<file path="config.mk">
export PLATFORM = sky130hd
export DESIGN_NAME = des_key_schedule
export DESIGN_NICKNAME = d
export VERILOG_FILES = /design/src/rtl/des_key_schedule.sv
export SDC_FILE = /design/constraint.sdc
export NUM_CORES = 1
export LEC_CHECK = 0
export ABC_AREA = 1
export BUFFER_PORTS_ARGS = -buffer_cell sky130_fd_sc_hd__buf_2
export CORE_AREA = 2 2 327 329
export DETAILED_ROUTE_END_ITERATION = 6
export DIE_AREA = 0 0 329 331
export PLACE_DENSITY_LB_ADDON = 0.3
export SYNTH_ARGS = -nofsm -noshare
export SYNTH_HDL_FRONTEND = slang
export SYNTH_SLANG_ARGS = --single-unit
</file>
<file path="constraint.sdc">
create_clock -name clk -period 3.3 [get_ports clk]
set_input_delay 0.495 -clock clk [delete_from_list [all_inputs] [get_ports clk]]
set_output_delay 0.495 -clock clk [all_outputs]
set_load 0.05 [all_outputs]
</file>
<file path="src/rtl/des_key_schedule.sv">
// -----------------------------------------------------------------------------
// des_key_schedule
// Builds the sixteen 48-bit DES round keys from one 64-bit key, one round per
// clock. The keys are presented together on a 768-bit bus for a datapath that
// runs four rounds per cycle. Encrypt order puts K1 in slot 0. Decrypt order
// puts K16 in slot 0. The finished bus is held until the next accepted start.
//
// Ports
//   clk         system clock, all state on the rising edge
//   rst         synchronous active-high reset; overrides start and aborts a run
//   start       request a new schedule (ignored while busy)
//   decrypt     sampled with start; 1 = reverse slot order
//   key         64-bit DES key, DES bit 1 = key[63]; parity bits are ignored
//   busy        high while rounds are being generated
//   keys_valid  high while round_keys holds a complete schedule
//   round_keys  slot s = round_keys[767-48s -: 48], round-key bit 1 = slot MSB
// -----------------------------------------------------------------------------
module des_key_schedule (
  input  logic         clk,
  input  logic         rst,
  input  logic         start,
  input  logic         decrypt,
  input  logic [63:0]  key,
  output logic         busy,
  output logic         keys_valid,
  output logic [767:0] round_keys
);

  typedef enum logic [1:0] {
    ST_IDLE = 2'd0,
    ST_GEN  = 2'd1,
    ST_DONE = 2'd2
  } state_e;

  // Permuted choice 1: entry i gives the DES key bit (1-based) for CD bit i+1.
  localparam logic [7:0] PC1_TAB [56] = '{
    8'd57, 8'd49, 8'd41, 8'd33, 8'd25, 8'd17, 8'd9,
    8'd1,  8'd58, 8'd50, 8'd42, 8'd34, 8'd26, 8'd18,
    8'd10, 8'd2,  8'd59, 8'd51, 8'd43, 8'd35, 8'd27,
    8'd19, 8'd11, 8'd3,  8'd60, 8'd52, 8'd44, 8'd36,
    8'd63, 8'd55, 8'd47, 8'd39, 8'd31, 8'd23, 8'd15,
    8'd7,  8'd62, 8'd54, 8'd46, 8'd38, 8'd30, 8'd22,
    8'd14, 8'd6,  8'd61, 8'd53, 8'd45, 8'd37, 8'd29,
    8'd21, 8'd13, 8'd5,  8'd28, 8'd20, 8'd12, 8'd4
  };

  // Permuted choice 2: entry i gives the CD bit (1-based) for round-key bit i+1.
  localparam logic [7:0] PC2_TAB [48] = '{
    8'd14, 8'd17, 8'd11, 8'd24, 8'd1,  8'd5,
    8'd3,  8'd28, 8'd15, 8'd6,  8'd21, 8'd10,
    8'd23, 8'd19, 8'd12, 8'd4,  8'd26, 8'd8,
    8'd16, 8'd7,  8'd27, 8'd20, 8'd13, 8'd2,
    8'd41, 8'd52, 8'd31, 8'd37, 8'd47, 8'd55,
    8'd30, 8'd40, 8'd51, 8'd45, 8'd33, 8'd48,
    8'd44, 8'd49, 8'd39, 8'd56, 8'd34, 8'd53,
    8'd46, 8'd42, 8'd50, 8'd36, 8'd29, 8'd32
  };

  function automatic logic [55:0] pc1(input logic [63:0] k);
    logic [55:0] o;
    o = 56'd0;
    for (int i = 0; i < 56; i++) begin
      o[32'sd55 - i] = k[32'sd64 - int'(PC1_TAB[i])];
    end
    return o;
  endfunction

  function automatic logic [47:0] pc2(input logic [55:0] cd);
    logic [47:0] o;
    o = 48'd0;
    for (int i = 0; i < 48; i++) begin
      o[32'sd47 - i] = cd[32'sd56 - int'(PC2_TAB[i])];
    end
    return o;
  endfunction

  function automatic logic [27:0] rotl28(input logic [27:0] v, input logic by_two);
    return by_two ? {v[25:0], v[27:26]} : {v[26:0], v[27]};
  endfunction

  state_e      state_q;
  logic [4:0]  rnd_q;          // 1..16 during generation, needs five bits
  logic [27:0] c_q, d_q;
  logic [27:0] c_d, d_d;
  logic        dec_q;
  logic        busy_q, valid_q;
  logic [47:0] slots_q [16];
  logic        one_shift_s;
  logic [47:0] rk_s;
  logic [3:0]  slot_s;
  logic [55:0] pc1_s;
  logic        unused_parity_s;

  // DES parity bits never enter the schedule.
  assign unused_parity_s = ^{key[56], key[48], key[40], key[32],
                             key[24], key[16], key[8],  key[0]};

  assign pc1_s = pc1(key);

  // Rotated C/D for the current round, its round key and destination slot.
  always_comb begin
    one_shift_s = (rnd_q == 5'd1) || (rnd_q == 5'd2) ||
                  (rnd_q == 5'd9) || (rnd_q == 5'd16);
    c_d  = rotl28(c_q, !one_shift_s);
    d_d  = rotl28(d_q, !one_shift_s);
    rk_s = pc2({c_d, d_d});
    if (dec_q) begin
      slot_s = 4'(5'd16 - rnd_q);
    end else begin
      slot_s = 4'(rnd_q - 5'd1);
    end
  end

  // Control FSM plus all schedule state; every output comes from these flops.
  always_ff @(posedge clk) begin
    if (rst) begin
      state_q <= ST_IDLE;
      rnd_q   <= 5'd0;
      c_q     <= 28'd0;
      d_q     <= 28'd0;
      dec_q   <= 1'b0;
      busy_q  <= 1'b0;
      valid_q <= 1'b0;
      for (int s = 0; s < 16; s++) begin
        slots_q[s] <= 48'd0;
      end
    end else begin
      case (state_q)
        ST_IDLE, ST_DONE: begin
          if (start) begin
            c_q     <= pc1_s[55:28];
            d_q     <= pc1_s[27:0];
            rnd_q   <= 5'd1;
            dec_q   <= decrypt;
            busy_q  <= 1'b1;
            valid_q <= 1'b0;
            state_q <= ST_GEN;
            for (int s = 0; s < 16; s++) begin
              slots_q[s] <= 48'd0;
            end
          end else begin
            state_q <= state_q;
          end
        end
        ST_GEN: begin
          c_q             <= c_d;
          d_q             <= d_d;
          slots_q[slot_s] <= rk_s;
          rnd_q           <= rnd_q + 5'd1;
          if (rnd_q == 5'd16) begin
            busy_q  <= 1'b0;
            valid_q <= 1'b1;
            state_q <= ST_DONE;
          end else begin
            state_q <= ST_GEN;
          end
        end
        default: begin
          state_q <= ST_IDLE;
          busy_q  <= 1'b0;
          valid_q <= 1'b0;
        end
      endcase
    end
  end

  assign busy       = busy_q;
  assign keys_valid = valid_q;

  // Pack the slot registers onto the bus, slot 0 in the top 48 bits.
  always_comb begin
    round_keys = 768'd0;
    for (int s = 0; s < 16; s++) begin
      round_keys[767 - 48*s -: 48] = slots_q[s];
    end
  end

endmodule
</file>
==> metrics.md <==
| Metric | Value |
|---|---|
| IO Count | 838 |
| Vias | 21600 |
| Register area share after synthesis | 79.6% |
| Setup WS pre-CTS | 0.305 ns |
| Relative slew slack | 29.8% |
| Worst Hold Class | input port to flop |
| Final Critical Period | 3.03 ns |
| Peak Freq | 330 MHz |
| Critical Path Max Stage Delay | 0.59 ns |
| CTS Sinks | 834 |
| CTS tree | yes |
| Startpoint types | flop |
| Synth warn | 0 |
| # rows | 119 |
| Post-route cell area | 40200 sq um |
| Drt first pass iters | 5 |
| Layout cells sized above 1 | 36.2% |
| Register-to-Register Path Depth | 7 |
| Max FO, Critical Path | 36 |
| # H-tree levels | 3 |
| CTS root buf | clkbuf_16 |
| FF-to-FF End | slots_q[1][11] |
| I/O Buffers | 829 |
| Cells after synthesis | 2268 |
| Postcts setup bufs | 0 |
| WL per Instance | 25.6 um |
| Die area | 109000 sq um |
| HPWL after DPL | 80.0 mm |
| CTS clk-pin slew, worst paths | 0.06 ns |
| Pins Over Slew Limit | 0 |
| PD cells | 698 nW/um^2 |
| Min-delay src | decrypt |
| Width of the die | 329 um |
| Starting density of the core | 29.2% |
| Clk buf depth | 3 |
| Fin util | 38.3% |
| Final hold viol count | 0 |
| Residual DRC | 0 |
| Clock skew | 0.0293 ns |
| Required time of the worst setup path | 3.64 ns |
| GR Overflow Total | 0 |
| GRT Total Usage | 20.9% |
| RSZ-0062 raised after global routing | no |
| Setup_tns | 0 ns |
| Worst-Margin Slew | 1.05 ns |
| Num CTS Buffers | 89 |
| Worst skew pair latency | 0.67 ns |
| Final RePlAce weighted congestion | 0.797 |
| VDD IR max | 0.401 mV |
| Number of gates resized after cts | 0 |
| First-pass GRT wire length | 159 mm |
| Leakage | 17.1 nW |
| Die H | 331 um |
| CP Cell Sequence | inv_1 -> ha_1 -> xor2_2 -> xnor2_2 -> nand3_2 -> nand2_2 -> buf_12 |
| Via/cell ratio | 4.69 |
| Net count after synthesis | 2340 |
| DRT iter0 DRCs | 1919 |
| Worst Hold Depth | 3 |
| CP arrival | 3.37 ns |
| R2R setup slack | 0.27 ns |
| Pin count of the biggest net entering global routing | 51 |
| Final setup fails | 0 |
| Post-route ant nets | 0 |
| Unique masters post-synth | 25 |
| # hold bufs at CTS | 0 |
| Post-synthesis average cell area | 13.5 sq um |
| Placed Area | 37300 sq um |
| Number of max-cap violations | 0 |
| Vias in the first global route | 20200 |
| Setup WS post-layout | 0.273 ns |
| Number of antenna violations at the first check in global routing | 23 |
| Post-synthesis register bit count | 834 |
| Cell Area, Synth | 30600 sq um |
| Post-Route WL | 118 mm |
| Post-route clock period utilization | 91.7% |
| Post-layout nets | 3217 |
| Worst Setup Path Type | flop to flop |
| CORE AREA | 105000 sq um |
| FILL cells | 10200 |
| Hold_ws | 0.0961 ns |
| CP Capture Type | flop |
| P&R area growth vs syn | 31.2% |
| Outcome | complete, no violations |
| Worst hold endpoint | dec_q |
| R2r startpoint | rnd_q[0] |
| Crit-path slowest cell | xnor2_2 |
[where the power goes]
part           internal (mW)  switching [mW]  leakage, nW
clock                   5.65            4.26         1.40
combinational          0.983            4.70         6.84
sequential              12.2           0.213         8.89
[metrics by stage]
stage                     std cells  power (mW)
after detailed placement       4445        18.4
after global routing           4611        28.9
final                          4616        28.1
after global placement         4445        18.4
after CTS                      4608        28.3
after floorplan                2268        16.1
[critical path, delay by kind of cell (launching register included)]
| family | cells | cell delay (ns) |
|---|---|---|
| adders and majority gates | 1 | 0.30 |
| DFF | 1 | 0.42 |
| xor gates and xnor gates | 2 | 0.79 |
| and+or+nand+nor | 2 | 0.69 |
| buffers and inverters | 2 | 0.43 |
[synthesized netlist by cell type]
| master | instances | area (sq um) |
|---|---|---|
| nand3_1 | 34 | 170 |
| nand2_1 | 181 | 679 |
| o21ai_0 | 117 | 586 |
| a211oi_1 | 1 | 7.51 |
| a32o_1 | 1 | 10.0 |
| buf_4 | 55 | 413 |
| buf_6 | 2 | 22.5 |
| nor3_1 | 1 | 5.00 |
| inv_1 | 67 | 251 |
| nor2_1 | 784 | 2940 |
| xor2_2 | 3 | 48.8 |
| ha_1 | 4 | 50.1 |
| nand2_2 | 2 | 12.5 |
| nand3_2 | 1 | 10.0 |
| clkbuf_1 | 77 | 289 |
| buf_2 | 33 | 165 |
| clkinv_1 | 2 | 7.51 |
| dfxtp_1 | 66 | 1320 |
| a22oi_1 | 1 | 7.51 |
| xnor2_2 | 3 | 48.8 |
| a21oi_1 | 14 | 70.1 |
| o21ai_2 | 48 | 420 |
| nand4_1 | 1 | 6.26 |
| xor2_1 | 2 | 17.5 |
| edfxtp_1 | 768 | 23100 |
[final cells by class]
| cell class | instances | area [sq um] | share of cell area [%] |
|---|---|---|---|
| sequential | 834 | 24400 | 60.7 |
| timing repair buffer | 953 | 5480 | 13.6 |
| multi-input combinational | 1198 | 5420 | 13.5 |
| clock buffer | 117 | 2410 | 6.01 |
| tap | 1391 | 1740 | 4.33 |
| clock inverter | 46 | 454 | 1.13 |
| inverter | 69 | 259 | 0.645 |
| antenna | 8 | 20.0 | 0.0498 |
[metal layers]
layer / vias to the layer above / routed length [um] / track usage, %
met3: 242 / 8500 / 4.52
met1: 10900 / 46400 / 26.0
met4: 10 / 4280 / 7.41
met5: - / 68 / 0
li1: 9456 / - / -
met2: 1004 / 59000 / 35.6
[placed cells by master, fill, tap and decap left out, types with 22 or more instances in the layout]
cell type / Yosys / routed
nand2_1: 181 / 165
buf_2: 33 / 829
buf_4: 55 / 92
clkbuf_1: 77 / 22
nor2_1: 784 / 783
clkbuf_16: 0 / 91
dfxtp_1: 66 / 66
inv_1: 67 / 67
buf_12: 0 / 32
o21ai_2: 48 / 29
edfxtp_1: 768 / 768
o21ai_0: 117 / 117
[registers in the layout, indices dropped and copies added, names as in the netlist]
register	flops
slots_q	768
c_q	28
d_q	28
rnd_q	5
state_q	2
busy	1
dec_q	1
keys_valid	1
[cell families after synthesis]
kind of cell	after synthesis	share of synthesized area, %
compound gates	182	3.60
xor+xnor	8	0.376
fa+ha+maj	4	0.163
buf+inv	236	3.75
flops	834	79.6
simple gates	1004	12.5
[worst max path at each step]
stage | from | to
final | rnd_q[0] | slots_q[1][11]
after global routing | rnd_q[0] | slots_q[2][21]
after CTS | rnd_q[0] | slots_q[5][21]
after detailed placement | rnd_q[0] | slots_q[5][21]
after global placement | rnd_q[0] | slots_q[9][21]
after floorplan | rnd_q[0] | slots_q[13][0]
Note: power is estimated with default switching activity, not from simulation.
